**config.mk**
```make
export PLATFORM = sky130hd
export DESIGN_NAME = if_fetch
export DESIGN_NICKNAME = d
export VERILOG_FILES = /design/src/rtl/if_fetch.sv
export SDC_FILE = /design/constraint.sdc
export NUM_CORES = 1
export LEC_CHECK = 0
export BUFFER_PORTS_ARGS = -buffer_cell sky130_fd_sc_hd__buf_2
export CORE_MARGIN = 8
export CORE_UTILIZATION = 45
export DETAILED_ROUTE_END_ITERATION = 7
export PLACE_DENSITY = 0.7
export SYNTH_ARGS = -nofsm -noshare
export SYNTH_HDL_FRONTEND = slang
export SYNTH_SLANG_ARGS = --single-unit
export TNS_END_PERCENT = 20
```
**constraint.sdc**
```tcl
create_clock -name clk -period 3.14 [get_ports clk]
set_clock_uncertainty 0.15 [all_clocks]
set_input_delay 0.471 -clock clk [delete_from_list [all_inputs] [get_ports clk]]
set_output_delay 0.471 -clock clk [all_outputs]
set_load 0.02 [all_outputs]
```
**src/rtl/if_fetch.sv**
```systemverilog
// Instruction-fetch stage: owns the PC, keeps one imem request outstanding, holds a word while
// IF/ID is stalled, and squashes stale fetches after a redirect. Presents a zero NOP when idle.
module if_fetch (
   input  logic        clk,
   input  logic        rst,
   input  logic        stall,
   input  logic        redirect,
   input  logic [29:0] redirect_pc,
   output logic        imem_req,
   output logic [29:0] imem_addr,
   input  logic        imem_ack,
   input  logic [31:0] imem_rdata,
   output logic [31:0] instr_out,
   output logic [29:0] PC_out,
   output logic        valid
);

   localparam logic [29:0] ResetPc = 30'h0000_0c00;

   typedef enum logic [1:0] {StFetch, StHold, StDrop} state_e;

   state_e      state_q, state_d;
   logic [29:0] pc_q, pc_d;
   logic [29:0] tgt_q, tgt_d;
   logic [31:0] buf_q, buf_d;
   logic [29:0] buf_pc_q, buf_pc_d;

   always_ff @(posedge clk) begin
      if (rst) begin
         state_q  <= StFetch;
         pc_q     <= ResetPc;
         tgt_q    <= '0;
         buf_q    <= '0;
         buf_pc_q <= ResetPc;
      end else begin
         state_q  <= state_d;
         pc_q     <= pc_d;
         tgt_q    <= tgt_d;
         buf_q    <= buf_d;
         buf_pc_q <= buf_pc_d;
      end
   end

   assign imem_req  = !rst && (state_q != StHold);
   assign imem_addr = pc_q;

   always_comb begin
      state_d  = state_q;
      pc_d     = pc_q;
      tgt_d    = tgt_q;
      buf_d    = buf_q;
      buf_pc_d = buf_pc_q;
      valid    = 1'b0;
      instr_out = 32'h0;
      PC_out   = pc_q;

      unique case (state_q)
         StFetch: begin
            valid = imem_ack && !redirect;
            if (valid) instr_out = imem_rdata;
            if (imem_ack) begin
               if (redirect) begin
                  pc_d = redirect_pc;
               end else begin
                  pc_d = pc_q + 30'd1;
                  if (stall) begin
                     buf_d    = imem_rdata;
                     buf_pc_d = pc_q;
                     state_d  = StHold;
                  end
               end
            end else if (redirect) begin
               // pc must stay put: it is the address of the still-outstanding request
               tgt_d   = redirect_pc;
               state_d = StDrop;
            end
         end
         StDrop: begin
            if (redirect) tgt_d = redirect_pc;
            if (imem_ack) begin
               pc_d    = redirect ? redirect_pc : tgt_q;
               state_d = StFetch;
            end
         end
         StHold: begin
            valid  = !redirect;
            PC_out = buf_pc_q;
            if (valid) instr_out = buf_q;
            if (redirect) begin
               pc_d    = redirect_pc;
               state_d = StFetch;
            end else if (!stall) begin
               state_d = StFetch;
            end
         end
         default: state_d = StFetch;
      endcase
   end

endmodule

```
Yosys cells after proc, flatten, opt, wreduce, memory -nomap -nowiden
Cells that the tools add are included.
W data, S select, Z words.
Storage, ports and cells
  ROM bits: 0
  bits in writable memories: 0
  input bits: 67
  memories: 0
  output and inout port bits: 94
  bits in latches: 0
  flip-flop bits (word level): 124
  logic and storage cells: 50
Cells by class
  $add $sub $neg: 1
  $mul: 0
  mux-type cells: 21
  shift-type cells: 0
  equality and inequality tests: 11
  bitwise operators: 1
  div/mod/pow operators: 0
  reduce and logical (&&, ||, !) cells: 11
  magnitude comparators: 0
Operator list (number)
  $mux W30: 7
  $pmux W30 S3: 1
  $mux W32: 2
  $pmux W32 S2: 1
  $pmux W30 S2: 1
  $add A30 B1 Y30 const B: 1
  $mux W2: 7
  $ne A3 B3 Y1 const B: 4
  $ne A2 B2 Y1 const B: 4
  $reduce_and A4 Y1: 2
  $pmux W2 S3: 1
  $reduce_and A5 Y1: 1
  $reduce_bool A3 Y1: 1
  $eq A2 B1 Y1 const B: 1
  $eq A2 B2 Y1 const B: 1
  $logic_and A1 B1 Y1: 2
  $logic_not A1 Y1: 2
  $logic_not A2 Y1: 1
  $ne A2 B1 Y1 const B: 1
  $pmux W1 S2: 1
  $reduce_and A2 Y1: 1
  $reduce_bool A2 Y1: 1
  $not A1 Y1: 1

Longest topological paths before layout
Gate-level depths: netlist of run 1.
  word-level depth: 4
  gate-level depth with buffers: 10
  gate-level depth less buffers: 7

Worst setup path before layout of run 1
OpenSTA, ideal clock, no wires.
  kind: reg2reg
  start: register pc_q[11] (netlist: imem_addr[11])
  end: register pc_q[29] (netlist: imem_addr[29])
  setup time: 124 ps
  arrival: 2409 ps
  clock period less this slack: 2683 ps
  data required time: 2866 ps
  path buffers: 1
  slack: 457 ps
  stages on the path, launching flop included: 7
  cell sequence: dfxtp_1 -> buf_2 -> nand4_1 -> or4_4 -> or4_1 -> and3_1 -> a2111o_1
On the way
  longest elaborated chain between the ends: 4
Ends and longest elaborated chain
  start, declared: RTL line 23  | logic [29:0] pc_q, pc_d;
  start signal, assigned: RTL line 31  | pc_q <= ResetPc;
  start signal, assigned: RTL line 37  | pc_q <= pc_d;
  $add A30 B1 Y30: RTL line 65  | pc_d = pc_q + 30'd1;
  $mux W30: RTL line 62  | if (redirect) begin
  $mux W30: RTL line 61  | if (imem_ack) begin
  $pmux W30 S3: RTL line 57  | unique case (state_q)
No other way between the ends. The select of a mux whose other input is x is not followed.
A chain may end at the register's enable or synchronous reset.

Worst setup path after layout of run 1
  start: register state_q[1]
  end: output instr_out[31]
On the way
  longest elaborated chain between the ends: 2
  elaborated cells on any way between the ends: 3
  classes of those cells: 1 x eq/ne; 1 x mux; 1 x reduce/logical
Ends and longest elaborated chain
  start, declared: RTL line 22  | state_e state_q, state_d;
  start signal, assigned: RTL line 30  | state_q <= StFetch;
  start signal, assigned: RTL line 36  | state_q <= state_d;
  $eq A2 B1 Y1 / $logic_not A2 Y1 (equally long branches): RTL line 57
  $pmux W32 S2 (*): RTL line 57
  end, declared: RTL line 13  | output logic [31:0] instr_out,
Mark *: on every way between the ends. The rest lies on a longest branch, timed or not.

==> results.md, run 1 <==
- Vias: 6595
- Yosys cell types: 60
- Worst Setup SP: state_q[1]
- H-tree depth: 4
- Crit path largest cell delay: 0.36 ns
- Post-Syn Instances: 847
- # diodes: 0
- Final nets: 1051
- Global Route Usage Sum: 22.1%
- Commonest non-fill, non-tap cell in the layout: nand2_1
- Clock Pin Slew Worst Setup and Hold Paths: 0.05 ns
- WL/cell: 17.4 um
- I/O Pins: 161
- Via density: 5.63
- DRC Markers: 0
- WS Path Type: flip-flop to primary output
- Post-layout min period: 2.94 ns
- RR Startpoint: imem_addr[11]
- Num CTS Buffers: 17
- WP buf/inv: 3
- Resized cells post-CTS: 0
- Final setup fails: 0
- Initial Util: 46.3%
- Slowest library cell on the worst path: ha_1
- RePlAce Congestion: 0.889
- Synth-to-layout area growth: 24.7%
- Die Y: 136 um
- Cell Chain, Critical Path: inv_1 > ha_1 > nand2_1 > nor2_2 > buf_4 > a22o_1 > buf_2
- Port Buf Inserts: 160
- CTS Root Cell: clkbuf_16
- Synth Cell Area: 6450 um^2
- CP max FO: 32
- CP arrival: 2.32 ns
- Worst slew margin: 57.9%
- Ys Warns: 0
- CTS tree: built
- Number of max-cap violations: 0
- Leading cell types in the layout, fill and taps excluded: 227 x nand2_1, 159 x buf_2, 130 x a21oi_1
- Power density over the cells: 636 nW/um^2
- Leakage: 0.00326 uW
- Die ar.: 18400 um^2
- Final Slew Violations: 0
- CP delay by family, top: buffers and inverters
- Antenna viol nets, final: 0
- Area share of the largest cell type after synthesis: 38.5%
- Hold Crit Class: input pin to flip-flop
- Register area share after synthesis: 38.5%
- Synth area leaders: dfxtp_1 38%, nand2_1 13%, a21oi_1 10%, mux2_2 5.6%, a22o_1 5.6%
- Grt ovf: 0
- Req. time, crit path: 2.52 ns
- Largest net degree at the start of global routing: 56
- First-pass GRT wire length: 32900 um
- Hold Crit Start: imem_rdata[4]
- Cell row count: 43
- Slew @ Worst Pin: 0.632 ns
- Syn_area_per_cell: 7.62 um^2
- Post-synth EDFFs: 0
- Status: finished, final reports clean
- Detailed-router iteration count before antenna repair: 5
- Post-Syn Nets: 918
- Setup tns final: 0 ns
- Setup bufs post-CTS: 0
- Critical path startpoint category: flip-flop
- Number of global-route vias before repair: 6208
- Crit path capture type: primary output
- Post-synth ARST share: 0%
- Fmax: 0.340 GHz
- CTS hold repair buffers: 0
- CORE AREA: 13900 um^2
- Layout cell share with drive strength beyond 1: 27.5%
- Hold Violations, Final: 0
- RSZ-0062 raised after global routing: no
- Tcrit/Tclk final: 93.7%
- Initial antenna violation count: 0
- Top_reg_cell synth: dfxtp_1
- Routed WL: 20400 um
- CTS sink cnt: 124
- Die Wd: 136 um
- Register bit total from synthesis: 124
- Worst vdd ir: 358 uV
- DPL Wire Length: 14700 um
- Post-synth top area cell: dfxtp_1
- Worst-Skew Late Latency: 0.42 ns
- Max Buffers Root-to-Sink: 2
- Fin util: 57.7%
- Initial DRC Count: 510
-- through the flow --
stage          worst slack [ns]  cells  area, um^2  total power, uW  hold slack, ns
2_1_floorplan             0.457    847        6450             2720           0.283
3_3_place_gp              0.454   1141        7470             3220           0.289
3_5_place_dp              0.406   1141        7470             3230           0.295
4_1_cts                   0.199   1171        8040             5130           0.139
5_1_grt                  0.0943   1171        8040             5340           0.152
6_report                  0.196   1171        8040             5110           0.153
-- cells by family (layout without fill, tap and decap cells) --
| logic type | after synthesis | in the layout | share of synthesized area, % |
|---|---|---|---|
| and+or+nand+nor | 331 | 331 | 22.8 |
| AOI/OAI and AO/OA | 263 | 263 | 26.2 |
| DFF | 124 | 124 | 38.5 |
| buffers and inverters | 85 | 229 | 5.06 |
| muxes | 37 | 37 | 6.36 |
| adders and majority gates | 4 | 4 | 0.776 |
| xor gates and xnor gates | 3 | 3 | 0.407 |
-- registers in the layout, indices dropped and copies added (netlist names) --
signal,count
imem_addr,30
buf_q,32
state_q,2
buf_pc_q,30
tgt_q,30
-- cell usage after synthesis, types with 8 or more instances --
master / count
nor3_1: 11
nor2_1: 17
o21ai_0: 25
mux2_2: 32
dfxtp_1: 124
a211oi_1: 8
a22o_1: 41
clkbuf_1: 70
a21oi_1: 130
nand2_1: 228
nand3_1: 23
a22oi_1: 10
-- final timing paths --
kind              cells after the start       endpoint  slack (ns)
setup reg to reg                      5  imem_addr[29]        0.40
hold reg to reg                       2   buf_pc_q[22]        0.30
hold / removal                        3       buf_q[4]        0.15
setup / recovery                      7  instr_out[31]        0.20
-- worst min-delay path: cells and delay by family --
family                 cells  cell delay [ns]
and+or+nand+nor            1             0.05
AOI/OAI and AO/OA          1             0.05
buffers and inverters      1             0.10
-- cell type report --
class	count	area, um^2
fillers	1305	5890
clock buffers	23	478
flip-flops and latches	124	2480
multi-input cells	638	3660
clock inverters	7	90.1
well taps	180	225
inverters	5	18.8
repair buffers	194	1080
-- power breakdown --
part	internal, uW	switching [uW]	total [uW]
logic	517	847	1360
clock network	1220	686	1900
registers	1690	153	1850
-- per-layer routing --
metal / wire length, um / up-vias / part of all wire (%) / track usage (%)
li1: - / 3273 / - / -
met1: 9140 / 3047 / 45 / 29.2
met2: 9150 / 256 / 45 / 34.1
met3: 1840 / 19 / 9.0 / 6.49
met4: 225 / 0 / 1.1 / 5.98
met5: 0 / - / 0 / 0
(Power assumes the default switching activity.)
==> run 2, diff against run 1 <==
ABC_AREA = 1   (was default)
==> results.md, run 2 <==
- Status: finished, final reports clean
- WL/cell: 15.7 um
- Leakage: 0.00380 uW
- CTS Root Cell: clkbuf_16
- Final Slew Violations: 0
- R2R depth: 8
- Setup bufs post-CTS: 0
- Post-Syn Instances: 1078
- Tcrit/Tclk final: 86.3%
- Number of max-cap violations: 0
- Post-Syn Nets: 1149
- Yosys cell types: 32
- # diodes: 0
- CP arrival: 2.09 ns
- Power density over the cells: 651 nW/um^2
- Setup tns final: 0 ns
- Top-count cell post-synth: nand2_1
- Reg with most FFs: buf_q
- Die ar.: 19700 um^2
- Max Buffers Root-to-Sink: 2
- Commonest non-fill, non-tap cell in the layout: nand2_1
- Fmax: 0.369 GHz
- Cell Chain, Critical Path: inv_1 > ha_1 > nand2_1 > nor2_2 > buf_4 > a22o_1 > buf_2
- Layout cell share with drive strength beyond 1: 19.9%
- Global Route Usage Sum: 22.3%
- First-pass GRT wire length: 35700 um
- Antenna viol nets, final: 0
- Register bit total from synthesis: 124
- Number of global-route vias before repair: 6871
- Hold Crit Start: imem_rdata[4]
- Synth-to-layout area growth: 21.6%
- Fin util: 55.8%
- CP max FO: 32
- Worst vdd ir: 403 uV
- Final setup fails: 0
- Worst Hold Slack: 0.162 ns
- Cell row count: 45
- Area share of the largest cell type after synthesis: 35.7%
- Final Non-Filler Cells: 1404
- Die Wd: 140 um
- Post-layout min period: 2.71 ns
- Commonest cells in the synthesized netlist: 313 x nand2_1, 156 x a21oi_1, 130 x o21ai_0
- Crit path largest cell delay: 0.34 ns
- CTS tree: built
- Vias: 7450
- CTS hold repair buffers: 0
- Hold depth: 3
- Die Y: 140 um
- RSZ-0062 raised after global routing: no
- Resized cells post-CTS: 0
- Initial Util: 45.9%
- Slew @ Worst Pin: 0.786 ns
- WS Path Type: flip-flop to primary output
- Synth area leaders: dfxtp_1 36%, nand2_1 17%, a21oi_1 11%, o21ai_0 9.4%, inv_1 4.3%
- Leading cell types in the layout, fill and taps excluded: 313 x nand2_1, 160 x buf_2, 156 x a21oi_1
- Synth Cell Area: 6950 um^2
- Num CTS Buffers: 17
- Port Buf Inserts: 160
- Crit path capture type: primary output
- Clock Pin Slew Worst Setup and Hold Paths: 0.06 ns
- Critical path startpoint category: flip-flop
- Hold Path End: buf_q[4]
- Worst-Skew Late Latency: 0.41 ns
- Placement Setup Slack: 0.714 ns
- Detailed-router iteration count before antenna repair: 5
- RR Startpoint: state_q[1]
- CTS sink cnt: 124
- Routed WL: 22000 um
- Register area share after synthesis: 35.7%
- Syn_area_per_cell: 6.44 um^2
- Req. time, crit path: 2.52 ns
- Grt ovf: 0
- Initial antenna violation count: 0
- I/O Pins: 161
- Post-synth ARST share: 0%
- Largest register FFs: 32
- DPL Wire Length: 15400 um
- Ys Warns: 0
- CORE AREA: 15100 um^2
- Dpl cells: 1373
- Top_reg_cell synth: dfxtp_1
- Via density: 5.31
- DRC Markers: 0
- Hold Violations, Final: 0
- Largest net degree at the start of global routing: 65
- Hold Crit Class: input pin to flip-flop
- Worst Slack Setup Final: 0.429 ns
- Post-synth EDFFs: 0
- Post-synth top area cell: dfxtp_1
- RePlAce Congestion: 0.898
- Worst slew margin: 47.6%
- Worst R2R Setup Slack: 0.69 ns
- Slowest library cell on the worst path: buf_4
- Initial DRC Count: 702
- Reg-to-Reg End: imem_addr[10]
- Final nets: 1275
- H-tree depth: 4
run 2: cell count changes after synthesis, sizes merged, moves of 32 or more:
cell   before  now
nor2       17   60
inv         4   85
o21ai      25  131
a21oi     130  166
nand2     228  322
mux2       32    0
run 2: metrics by stage:
step	power, uW	instance area [um^2]
after floorplan	2900	6950
after global placement	3350	7810
after detailed placement	3370	7810
after CTS	5520	8450
after global routing	5800	8450
final	5500	8450
run 2: logic make-up after synthesis:
logic type,after synthesis,share of synthesized area [%]
compound gates,349,28.1
xor+xnor,2,0.252
fa+ha+maj,4,0.721
buf+inv,158,9.44
flops,124,35.7
mux,2,0.288
simple gates,439,25.5
run 2: cell type report:
cell class,count,area [um^2]
fill,1525,6700
multi-input combinational,796,3820
sequential,124,2480
timing repair buffer,179,943
clock buffer,20,447
inverter,86,324
tap,188,235
clock inverter,11,193
run 2: worst max-delay path by stage:
| stage | startpoint | endpoint | slack [ns] | depth (start not counted) |
|---|---|---|---|---|
| floorplan | state_q[1] | PC_out[21] | 1.02 | 7 |
| global placement | state_q[0] | imem_addr[10] | 0.75 | 8 |
| detailed placement | state_q[1] | imem_addr[11] | 0.71 | 8 |
| CTS | state_q[0] | instr_out[25] | 0.40 | 7 |
| global route | state_q[0] | instr_out[25] | 0.27 | 7 |
| finish | state_q[1] | instr_out[25] | 0.43 | 7 |
run 2: layer usage:
metal  global-route usage, %  wire length [um]  vias up
met4                    6.69               328        0
met2                    34.4              9880      270
met5                       0                 0        -
met3                    4.99              1740       22
met1                    30.3             10100     3336
li1                        -                 -     3822
run 2: power breakdown:
| part | switching, uW | leakage (uW) | internal (uW) | total [uW] |
|---|---|---|---|---|
| clock | 718 | 0.000294 | 1420 | 2140 |
| combinational | 995 | 0.00249 | 468 | 1460 |
| sequential | 155 | 0.00101 | 1740 | 1890 |
run 2: critical path, delay by kind of cell (launching register included):
kind                       cells  cell delay, ns
AOI/OAI and AO/OA              1            0.20
and+or+nand+nor                2            0.29
adders and majority gates      1            0.27
buffers and inverters          3            0.59
DFF                            1            0.32
